`src/rtl/xf100_exu_alu_arb_pkg.sv`:
```
// ----------------------------------------------------------------------------
// xf100_exu_alu_arb_pkg
// Shared widths, ALU info-bus layout and the ALU opcode enum for the EXU
// ALU arbiter slice. alu_info() packs an opcode and the op2-is-immediate flag
// into an ALU info word.
// ----------------------------------------------------------------------------
package xf100_exu_alu_arb_pkg;

  localparam int XF100_XLEN          = 32;
  localparam int XF100_RFIDX_WIDTH   = 5;
  localparam int XF100_ALU_ARB_DEPTH = 2;

  // ALU info bus: [3:0] opcode, [4] second operand taken from imm
  localparam int ALU_INFO_OP_LSB = 0;
  localparam int ALU_INFO_OP_W   = 4;
  localparam int ALU_INFO_OP2IMM = 4;
  localparam int ALU_INFO_WIDTH  = 5;

  typedef enum logic [3:0] {
    ALU_ADD  = 4'd0,
    ALU_SUB  = 4'd1,
    ALU_SLT  = 4'd2,
    ALU_SLTU = 4'd3,
    ALU_XOR  = 4'd4,
    ALU_OR   = 4'd5,
    ALU_AND  = 4'd6,
    ALU_LUI  = 4'd7,
    ALU_SLL  = 4'd8,
    ALU_SRL  = 4'd9,
    ALU_SRA  = 4'd10
  } alu_op_e;

  function automatic logic [ALU_INFO_WIDTH-1:0] alu_info(input alu_op_e op, input logic op2_imm);
    logic [ALU_INFO_WIDTH-1:0] info;
    info = '0;
    info[ALU_INFO_OP_LSB +: ALU_INFO_OP_W] = op;
    info[ALU_INFO_OP2IMM] = op2_imm;
    return info;
  endfunction

endpackage

```
`src/rtl/xf100_exu_alu_arb_if.sv`:
```
// ----------------------------------------------------------------------------
// xf100_exu_alu_arb_if
// Bundles the two ALU request channels (r0 = decode issue, r1 = helper) and
// the writeback-side result channel.
//   master : requesters + writeback consumer (drives requests, wbck_ready)
//   slave  : the arbiter (drives rN_ready, wbck_*, arb_busy)
// ----------------------------------------------------------------------------
interface xf100_exu_alu_arb_if
  import xf100_exu_alu_arb_pkg::*;
#(
  parameter int XLEN    = XF100_XLEN,
  parameter int RFIDX_W = XF100_RFIDX_WIDTH,
  parameter int INFO_W  = ALU_INFO_WIDTH
);
  logic               r0_valid;
  logic               r0_ready;
  logic [INFO_W-1:0]  r0_info;
  logic [XLEN-1:0]    r0_rs1;
  logic [XLEN-1:0]    r0_rs2;
  logic [XLEN-1:0]    r0_imm;
  logic               r0_rd_en;
  logic [RFIDX_W-1:0] r0_rdidx;

  logic               r1_valid;
  logic               r1_ready;
  logic [INFO_W-1:0]  r1_info;
  logic [XLEN-1:0]    r1_rs1;
  logic [XLEN-1:0]    r1_rs2;
  logic [XLEN-1:0]    r1_imm;
  logic               r1_rd_en;
  logic [RFIDX_W-1:0] r1_rdidx;

  logic               wbck_valid;
  logic               wbck_ready;
  logic               wbck_en;
  logic [XLEN-1:0]    wbck_data;
  logic [RFIDX_W-1:0] wbck_rdidx;
  logic               wbck_src;
  logic               arb_busy;

  modport master (
    output r0_valid, r0_info, r0_rs1, r0_rs2, r0_imm, r0_rd_en, r0_rdidx,
    output r1_valid, r1_info, r1_rs1, r1_rs2, r1_imm, r1_rd_en, r1_rdidx,
    output wbck_ready,
    input  r0_ready, r1_ready,
    input  wbck_valid, wbck_en, wbck_data, wbck_rdidx, wbck_src, arb_busy
  );

  modport slave (
    input  r0_valid, r0_info, r0_rs1, r0_rs2, r0_imm, r0_rd_en, r0_rdidx,
    input  r1_valid, r1_info, r1_rs1, r1_rs2, r1_imm, r1_rd_en, r1_rdidx,
    input  wbck_ready,
    output r0_ready, r1_ready,
    output wbck_valid, wbck_en, wbck_data, wbck_rdidx, wbck_src, arb_busy
  );
endinterface

```
`src/rtl/xf100_exu_alu.sv`:
```
// ----------------------------------------------------------------------------
// xf100_exu_alu
// Purely combinational integer ALU.
//   info : ALU info bus (opcode + op2-is-imm flag)
//   rs1, rs2, imm : operands
//   res  : result; add/sub wrap, slt/sltu give 0/1, lui passes imm,
//          shift opcodes yield 0
// ----------------------------------------------------------------------------
module xf100_exu_alu
  import xf100_exu_alu_arb_pkg::*;
#(
  parameter int XLEN   = XF100_XLEN,
  parameter int INFO_W = ALU_INFO_WIDTH
)(
  input  logic [INFO_W-1:0] info,
  input  logic [XLEN-1:0]   rs1,
  input  logic [XLEN-1:0]   rs2,
  input  logic [XLEN-1:0]   imm,
  output logic [XLEN-1:0]   res
);
  logic [XLEN-1:0] op2_s;
  alu_op_e         op_s;

  assign op2_s = info[ALU_INFO_OP2IMM] ? imm : rs2;
  assign op_s  = alu_op_e'(info[ALU_INFO_OP_LSB +: ALU_INFO_OP_W]);

  // Opcode decode and result select
  always_comb begin
    res = '0;
    case (op_s)
      ALU_ADD:  res = rs1 + op2_s;
      ALU_SUB:  res = rs1 - op2_s;
      ALU_SLT:  res = {{(XLEN-1){1'b0}}, ($signed(rs1) < $signed(op2_s))};
      ALU_SLTU: res = {{(XLEN-1){1'b0}}, (rs1 < op2_s)};
      ALU_XOR:  res = rs1 ^ op2_s;
      ALU_OR:   res = rs1 | op2_s;
      ALU_AND:  res = rs1 & op2_s;
      ALU_LUI:  res = imm;
      ALU_SLL, ALU_SRL, ALU_SRA: res = '0;
      default:  res = '0;
    endcase
  end
endmodule

```
`src/rtl/xf100_exu_alu_arb.sv`:
```
// ----------------------------------------------------------------------------
// xf100_exu_alu_arb
// Round-robin arbiter sharing one xf100_exu_alu between requester r0 (decode
// issue) and r1 (helper). The granted op executes in the accept cycle and its
// result is queued in a DEPTH-entry in-order FIFO toward writeback.
//   clk, rst : clock, asynchronous active-high reset
//   flush    : synchronous flush; blocks accepts and empties the FIFO
//   bus      : request channels, writeback head, arb_busy (slave side)
// ----------------------------------------------------------------------------
module xf100_exu_alu_arb
  import xf100_exu_alu_arb_pkg::*;
#(
  parameter int XLEN    = XF100_XLEN,
  parameter int RFIDX_W = XF100_RFIDX_WIDTH,
  parameter int INFO_W  = ALU_INFO_WIDTH,
  parameter int DEPTH   = XF100_ALU_ARB_DEPTH
)(
  input  logic               clk,
  input  logic               rst,
  input  logic               flush,
  xf100_exu_alu_arb_if.slave bus
);
  localparam int PTR_W   = (DEPTH > 1) ? $clog2(DEPTH) : 1;
  localparam int CNT_W   = PTR_W + 1;
  localparam int ENTRY_W = XLEN + RFIDX_W + 2;
  localparam logic [PTR_W-1:0] PTR_ONE   = PTR_W'(1);
  localparam logic [CNT_W-1:0] CNT_ONE   = CNT_W'(1);
  localparam logic [CNT_W-1:0] CNT_DEPTH = CNT_W'(DEPTH);

  // Entry layout {src, rd_en, rdidx, data}
  logic [ENTRY_W-1:0] fifo_mem_r [DEPTH];
  logic [PTR_W-1:0]   wr_ptr_r;
  logic [PTR_W-1:0]   rd_ptr_r;
  logic [CNT_W-1:0]   cnt_r;
  logic               last_grant_r;

  logic               wbck_valid_s;
  logic               pop_s;
  logic               space_s;
  logic               grant_s;
  logic               push_s;
  logic [INFO_W-1:0]  info_s;
  logic [XLEN-1:0]    rs1_s;
  logic [XLEN-1:0]    rs2_s;
  logic [XLEN-1:0]    imm_s;
  logic               rd_en_s;
  logic [RFIDX_W-1:0] rdidx_s;
  logic [XLEN-1:0]    alu_res_s;
  logic [ENTRY_W-1:0] head_s;

  assign wbck_valid_s = (cnt_r != '0);
  assign pop_s        = wbck_valid_s & bus.wbck_ready;
  // A full FIFO can still accept when the head leaves in the same cycle
  assign space_s      = (cnt_r < CNT_DEPTH) | pop_s;

  // Round-robin grant; the lone valid requester always wins, otherwise the
  // one that was not accepted last
  always_comb begin
    grant_s = 1'b0;
    if (bus.r0_valid && bus.r1_valid) begin
      grant_s = ~last_grant_r;
    end else if (bus.r1_valid) begin
      grant_s = 1'b1;
    end else begin
      grant_s = 1'b0;
    end
  end

  assign bus.r0_ready = bus.r0_valid & ~grant_s & space_s & ~flush & ~rst;
  assign bus.r1_ready = bus.r1_valid &  grant_s & space_s & ~flush & ~rst;
  assign push_s       = (bus.r0_valid & bus.r0_ready) | (bus.r1_valid & bus.r1_ready);

  // Route the granted payload into the shared ALU
  always_comb begin
    info_s  = bus.r0_info;
    rs1_s   = bus.r0_rs1;
    rs2_s   = bus.r0_rs2;
    imm_s   = bus.r0_imm;
    rd_en_s = bus.r0_rd_en;
    rdidx_s = bus.r0_rdidx;
    if (grant_s) begin
      info_s  = bus.r1_info;
      rs1_s   = bus.r1_rs1;
      rs2_s   = bus.r1_rs2;
      imm_s   = bus.r1_imm;
      rd_en_s = bus.r1_rd_en;
      rdidx_s = bus.r1_rdidx;
    end else begin
      info_s  = bus.r0_info;
      rs1_s   = bus.r0_rs1;
      rs2_s   = bus.r0_rs2;
      imm_s   = bus.r0_imm;
      rd_en_s = bus.r0_rd_en;
      rdidx_s = bus.r0_rdidx;
    end
  end

  xf100_exu_alu #(
    .XLEN   (XLEN),
    .INFO_W (INFO_W)
  ) u_alu (
    .info (info_s),
    .rs1  (rs1_s),
    .rs2  (rs2_s),
    .imm  (imm_s),
    .res  (alu_res_s)
  );

  // Result FIFO, pointers, occupancy and round-robin history
  always_ff @(posedge clk or posedge rst) begin
    if (rst) begin
      cnt_r        <= '0;
      wr_ptr_r     <= '0;
      rd_ptr_r     <= '0;
      last_grant_r <= 1'b1;
      for (int i = 0; i < DEPTH; i++) begin
        fifo_mem_r[i] <= '0;
      end
    end else if (flush) begin
      // Storage is left as-is; with cnt at zero nothing in it is visible
      cnt_r    <= '0;
      wr_ptr_r <= '0;
      rd_ptr_r <= '0;
    end else begin
      if (push_s) begin
        fifo_mem_r[wr_ptr_r] <= {grant_s, rd_en_s, rdidx_s, alu_res_s};
        wr_ptr_r             <= wr_ptr_r + PTR_ONE;
        last_grant_r         <= grant_s;
      end
      if (pop_s) begin
        rd_ptr_r <= rd_ptr_r + PTR_ONE;
      end
      if (push_s && !pop_s) begin
        cnt_r <= cnt_r + CNT_ONE;
      end else if (pop_s && !push_s) begin
        cnt_r <= cnt_r - CNT_ONE;
      end else begin
        cnt_r <= cnt_r;
      end
    end
  end

  assign head_s         = fifo_mem_r[rd_ptr_r];
  assign bus.wbck_valid = wbck_valid_s;
  assign bus.wbck_src   = head_s[ENTRY_W-1];
  assign bus.wbck_en    = head_s[ENTRY_W-2];
  assign bus.wbck_rdidx = head_s[XLEN +: RFIDX_W];
  assign bus.wbck_data  = head_s[XLEN-1:0];
  assign bus.arb_busy   = wbck_valid_s;
endmodule

```
`src/flat_wrapper.sv`:
```
// flat-port wrapper written by rule: the top's interface ports become plain ports
module xf100_exu_alu_arb_flat import xf100_exu_alu_arb_pkg::*;
#(
  parameter int XLEN    = XF100_XLEN,
  parameter int RFIDX_W = XF100_RFIDX_WIDTH,
  parameter int INFO_W  = ALU_INFO_WIDTH,
  parameter int DEPTH   = XF100_ALU_ARB_DEPTH
)
  (clk, rst, flush, bus_r0_valid, bus_r0_info, bus_r0_rs1, bus_r0_rs2, bus_r0_imm, bus_r0_rd_en, bus_r0_rdidx, bus_r1_valid, bus_r1_info, bus_r1_rs1, bus_r1_rs2, bus_r1_imm, bus_r1_rd_en, bus_r1_rdidx, bus_wbck_ready, bus_r0_ready, bus_r1_ready, bus_wbck_valid, bus_wbck_en, bus_wbck_data, bus_wbck_rdidx, bus_wbck_src, bus_arb_busy);
  xf100_exu_alu_arb_if #(.XLEN(XLEN), .RFIDX_W(RFIDX_W), .INFO_W(INFO_W)) bus_i ();
  input  logic clk;
  input  logic rst;
  input  logic flush;
  input wire logic [$bits(bus_i.r0_valid)-1:0] bus_r0_valid;
  input wire logic [$bits(bus_i.r0_info)-1:0] bus_r0_info;
  input wire logic [$bits(bus_i.r0_rs1)-1:0] bus_r0_rs1;
  input wire logic [$bits(bus_i.r0_rs2)-1:0] bus_r0_rs2;
  input wire logic [$bits(bus_i.r0_imm)-1:0] bus_r0_imm;
  input wire logic [$bits(bus_i.r0_rd_en)-1:0] bus_r0_rd_en;
  input wire logic [$bits(bus_i.r0_rdidx)-1:0] bus_r0_rdidx;
  input wire logic [$bits(bus_i.r1_valid)-1:0] bus_r1_valid;
  input wire logic [$bits(bus_i.r1_info)-1:0] bus_r1_info;
  input wire logic [$bits(bus_i.r1_rs1)-1:0] bus_r1_rs1;
  input wire logic [$bits(bus_i.r1_rs2)-1:0] bus_r1_rs2;
  input wire logic [$bits(bus_i.r1_imm)-1:0] bus_r1_imm;
  input wire logic [$bits(bus_i.r1_rd_en)-1:0] bus_r1_rd_en;
  input wire logic [$bits(bus_i.r1_rdidx)-1:0] bus_r1_rdidx;
  input wire logic [$bits(bus_i.wbck_ready)-1:0] bus_wbck_ready;
  output wire logic [$bits(bus_i.r0_ready)-1:0] bus_r0_ready;
  output wire logic [$bits(bus_i.r1_ready)-1:0] bus_r1_ready;
  output wire logic [$bits(bus_i.wbck_valid)-1:0] bus_wbck_valid;
  output wire logic [$bits(bus_i.wbck_en)-1:0] bus_wbck_en;
  output wire logic [$bits(bus_i.wbck_data)-1:0] bus_wbck_data;
  output wire logic [$bits(bus_i.wbck_rdidx)-1:0] bus_wbck_rdidx;
  output wire logic [$bits(bus_i.wbck_src)-1:0] bus_wbck_src;
  output wire logic [$bits(bus_i.arb_busy)-1:0] bus_arb_busy;
  assign bus_i.r0_valid = bus_r0_valid;
  assign bus_i.r0_info = bus_r0_info;
  assign bus_i.r0_rs1 = bus_r0_rs1;
  assign bus_i.r0_rs2 = bus_r0_rs2;
  assign bus_i.r0_imm = bus_r0_imm;
  assign bus_i.r0_rd_en = bus_r0_rd_en;
  assign bus_i.r0_rdidx = bus_r0_rdidx;
  assign bus_i.r1_valid = bus_r1_valid;
  assign bus_i.r1_info = bus_r1_info;
  assign bus_i.r1_rs1 = bus_r1_rs1;
  assign bus_i.r1_rs2 = bus_r1_rs2;
  assign bus_i.r1_imm = bus_r1_imm;
  assign bus_i.r1_rd_en = bus_r1_rd_en;
  assign bus_i.r1_rdidx = bus_r1_rdidx;
  assign bus_i.wbck_ready = bus_wbck_ready;
  assign bus_r0_ready = bus_i.r0_ready;
  assign bus_r1_ready = bus_i.r1_ready;
  assign bus_wbck_valid = bus_i.wbck_valid;
  assign bus_wbck_en = bus_i.wbck_en;
  assign bus_wbck_data = bus_i.wbck_data;
  assign bus_wbck_rdidx = bus_i.wbck_rdidx;
  assign bus_wbck_src = bus_i.wbck_src;
  assign bus_arb_busy = bus_i.arb_busy;
  xf100_exu_alu_arb #(.XLEN(XLEN), .RFIDX_W(RFIDX_W), .INFO_W(INFO_W), .DEPTH(DEPTH)) u_core (.clk(clk), .rst(rst), .flush(flush), .bus(bus_i));
endmodule
```
`config.mk`:
```
export PLATFORM = sky130hd
export DESIGN_NAME = xf100_exu_alu_arb_flat
export DESIGN_NICKNAME = d
export VERILOG_FILES = /design/src/rtl/xf100_exu_alu_arb_pkg.sv /design/src/rtl/xf100_exu_alu_arb_if.sv /design/src/rtl/xf100_exu_alu.sv /design/src/rtl/xf100_exu_alu_arb.sv /design/src/flat_wrapper.sv
export SDC_FILE = /design/constraint.sdc
export NUM_CORES = 1
export LEC_CHECK = 0
export CORE_ASPECT_RATIO = 0.75
export CORE_MARGIN = 3
export CORE_UTILIZATION = 55
export CTS_CLUSTER_SIZE = 25
export DETAILED_ROUTE_END_ITERATION = 8
export PLACE_DENSITY = 0.84
export SLEW_MARGIN = 20
export SYNTH_ARGS = -nofsm -noshare
export SYNTH_HDL_FRONTEND = slang
export SYNTH_HIERARCHICAL = 1
export SYNTH_SLANG_ARGS = --single-unit
```
`constraint.sdc`:
```
create_clock -name clk -period 10.9 [get_ports clk]
set_input_delay 3.27 -clock clk [delete_from_list [all_inputs] [get_ports clk]]
set_output_delay 3.27 -clock clk [all_outputs]
set_load 0.05 [all_outputs]
```
==> impl_metrics.yaml <==
outcome:
  status: "complete, no violations"
placement:
  hpwl_um: 24500
  port-buffer-count: 262
  place.gp.congestion: 0.972
  placed_area_um2: 12900
  pre_cts_slack_ns: 2.35
grt:
  grt_pass1_vias: 9874
  antenna_found_initial: 1
  grt_usage: 0.315
  grt_overflow: 0
  grt_pass1_wl_um: 52500
  grt_max_degree: 85
pwr:
  total_power_mw: 2.06
  p_switching_uw: 914
  switching_share: 0.444
  p_comb_frac: 0.612
  power_frac_seq: 0.223
  power.density_nw_per_um2: 155
  clockPowerShare: 0.165
  peakVddDrop_v: 0.000124
  p_int_mw: 1.14
  total_leakage_power_nw: 5.87
synthesis:
  ys_seq_area_frac: 0.203
  avgSynthCellArea_um2: 8.93
  ys_types: 73
  synth.yosys.warnings: 6
  synth_area_um2: 10200
  ys_ff_latch: 83
  synthArstFlopShare: 1.00
  synth_edf_count: 0
  synth_ff_type: "dfrtp_1"
  netlist_instances: 1148
  synth_nets: 1469
drt:
  routedWlPerCell_um: 20.5
  drcViolationCount: 0
  postRouteAntennaNets: 0
  vias: 9943
  viasPerCell: 6.20
  drt_iter0_markers: 926
  route.final.wire_length_um: 32900
  dr.pass1.iters: 8
sta:
  hold_slack_ns: 0.503
  slew_headroom: 0.275
  fin_crit_ns: 8.55
  slew_violations: 0
  setup_viol: 0
  max_freq_mhz: 117
  rsz0062_at_grt: "no"
  worst_pin_slew_ns: 1.08
  finalCritPeriodShare: 0.784
  tns_ns: 0
  hold_viol: 0
  fin_ws_ns: 2.35
  skew_ns: 0.00738
die:
  die_h_um: 124
  dieArea_um2: 20300
  coreArea_um2: 18000
  start_util: 0.570
  die_width_um: 164
  row_count: 42
  ioPinCount: 263
clock_network:
  clkTransAtPathRegs_ns: 0.06
  cts_sinks: 83
  cts_buffer_depth: 2
  postCtsSetupBuffers: 0
  cts_tree: "done"
  cts_inserted_buffers: 9
  worstSkewPairLatency_ns: 0.35
  cts_root_buffer: "clkbuf_16"
  ctsResizeCount: 0
  cts_hold_buffers: 0
  cts_max_level: 3
critical_path:
  path_class: "input pin to primary output"
  rr_worst_depth: 18
  r2r_end: "u_core/fifo_mem_r[30]"
  r2r-start: "u_core/last_grant_r"
  r2r_setup_slack_ns: 5.44
  cp-end-kind: "primary output"
  crit_path_start_kind: "input pin"
  cp_data_required_time_ns: 7.63
  arrival_ns: 5.28
  worst-path-max-fanout: 6
worst_hold_path:
  min_from: "u_core/fifo_mem_r[34]"
  min_to: "u_core/fifo_mem_r[34]"
  hold_class: "flop to flop"
  worst_hold_path.num_cells: 1
cells_and_area:
  final-seq-area_um2: 2080
  nets: 1677
  fin_area_um2: 13300
  fill_cells: 1340
  multi_input_area_um2: 7450
  syn_to_final_growth_pct: 29.5
  final_layout_size_suffix_gt1_frac: 0.200
run:
  drv_cap: 0
[cell families (layout without fill, tap and decap cells)]
family / count (synthesis) / count (layout) / share of synthesized area
simple gates: 197 / 197 / 0.0956
buf+inv: 180 / 393 / 0.0717
other cells: 0 / 1 / 0
flops: 83 / 83 / 0.203
xor+xnor: 19 / 19 / 0.0162
fa+ha+maj: 101 / 101 / 0.125
compound gates: 307 / 307 / 0.202
mux: 261 / 261 / 0.287
[per-stage QoR]
stage,cells,util
finish,1604,0.739
detailed placement,1587,0.720
floorplan,1148,-
global route,1604,0.739
global placement,1587,0.720
CTS,1603,0.738
[cells in the final DEF, fill, tap and decap left out, types with 12 or more instances in the layout]
master           count
clkdlybuf4s50_1    262
mux2_2             212
inv_1              101
ha_1                99
dfrtp_1             81
o21ai_0             70
a21oi_1             63
nor2_1              59
nand2_1             35
mux2i_1             35
nor3_1              27
o21bai_1            17
nand3_1             14
a21o_1              14
a22oi_1             14
buf_4               12
xnor2_1             12
o21a_1              12
[critical path, stage by stage]
cell	delay, ns
clkdlybuf4s50_1	0.52
or2_1	0.36
nor2_1	0.16
and3_1	0.17
clkdlybuf4s50_1	0.80
[synth_stat cells, types with 6 or more instances]
cell / count / share of area
a211oi_1: 10 / 0.0073
a31oi_1: 10 / 0.0061
a21o_1: 14 / 0.010
nand3_1: 14 / 0.0068
xnor2_1: 12 / 0.010
inv_1: 102 / 0.037
o31ai_1: 7 / 0.0051
nor4_1: 9 / 0.0055
mux2i_1: 35 / 0.034
nor3_1: 27 / 0.013
mux2_4: 11 / 0.016
nor2b_1: 9 / 0.0055
nand2b_1: 10 / 0.0061
a222oi_1: 9 / 0.0088
clkbuf_1: 38 / 0.014
buf_1: 12 / 0.0044
o21ai_0: 70 / 0.034
a221oi_1: 9 / 0.0077
a21oi_1: 63 / 0.031
and3_1: 7 / 0.0043
nand2_1: 35 / 0.013
ha_1: 99 / 0.12
o21a_1: 12 / 0.0088
o22ai_1: 6 / 0.0037
a22oi_1: 14 / 0.010
xor2_1: 7 / 0.0060
o211ai_1: 11 / 0.0081
o221ai_1: 8 / 0.0068
mux2_2: 212 / 0.23
nor2_1: 59 / 0.022
o21bai_1: 17 / 0.012
dfrtp_1: 82 / 0.20
buf_2: 23 / 0.011
[how the worst max path moves through the flow]
stage | startpoint | endpoint | slack (ns)
floorplan | flush | bus_r1_ready | 2.98
global placement | bus_r0_valid | u_core/fifo_mem_r[69] | 2.26
detailed placement | bus_r1_valid | u_core/fifo_mem_r[69] | 2.35
CTS | flush | bus_r0_ready | 2.36
global route | bus_r1_valid | u_core/fifo_mem_r[69] | 2.14
finish | flush | bus_r0_ready | 2.35
[layout make-up]
cell class                 instances  area share
antenna                            1    0.000188
clock inverter                     7     0.00792
tap                              242      0.0228
clock buffer                       9      0.0170
multi-input combinational        885       0.561
inverter                         102      0.0289
sequential                        83       0.157
timing repair buffer             275       0.205
[power by group through the flow]
stage,registers [mW],logic (mW),clock network [mW]
after floorplan,0.437,0.893,0
after global placement,0.453,1.21,0
after detailed placement,0.462,1.23,0
after CTS,0.458,1.24,0.345
after global routing,0.470,1.34,0.359
final,0.459,1.26,0.340
[layer usage]
layer  vias up  part of all wire  track usage
met5         -                 0            0
met3        80              0.10       0.0646
met4         0             0.034        0.104
li1       4608                 -            -
met2       561              0.46        0.509
met1      4694              0.41        0.420
[sequential cells by signal, summed over array words and instances, names as in the netlist]
name,count
u_core/cnt_r,2
u_core/last_grant_r,1
u_core/wr_ptr_r,1
u_core/fifo_mem_r,78
u_core/rd_ptr_r,1
Note: power is estimated with default switching activity, not from simulation.
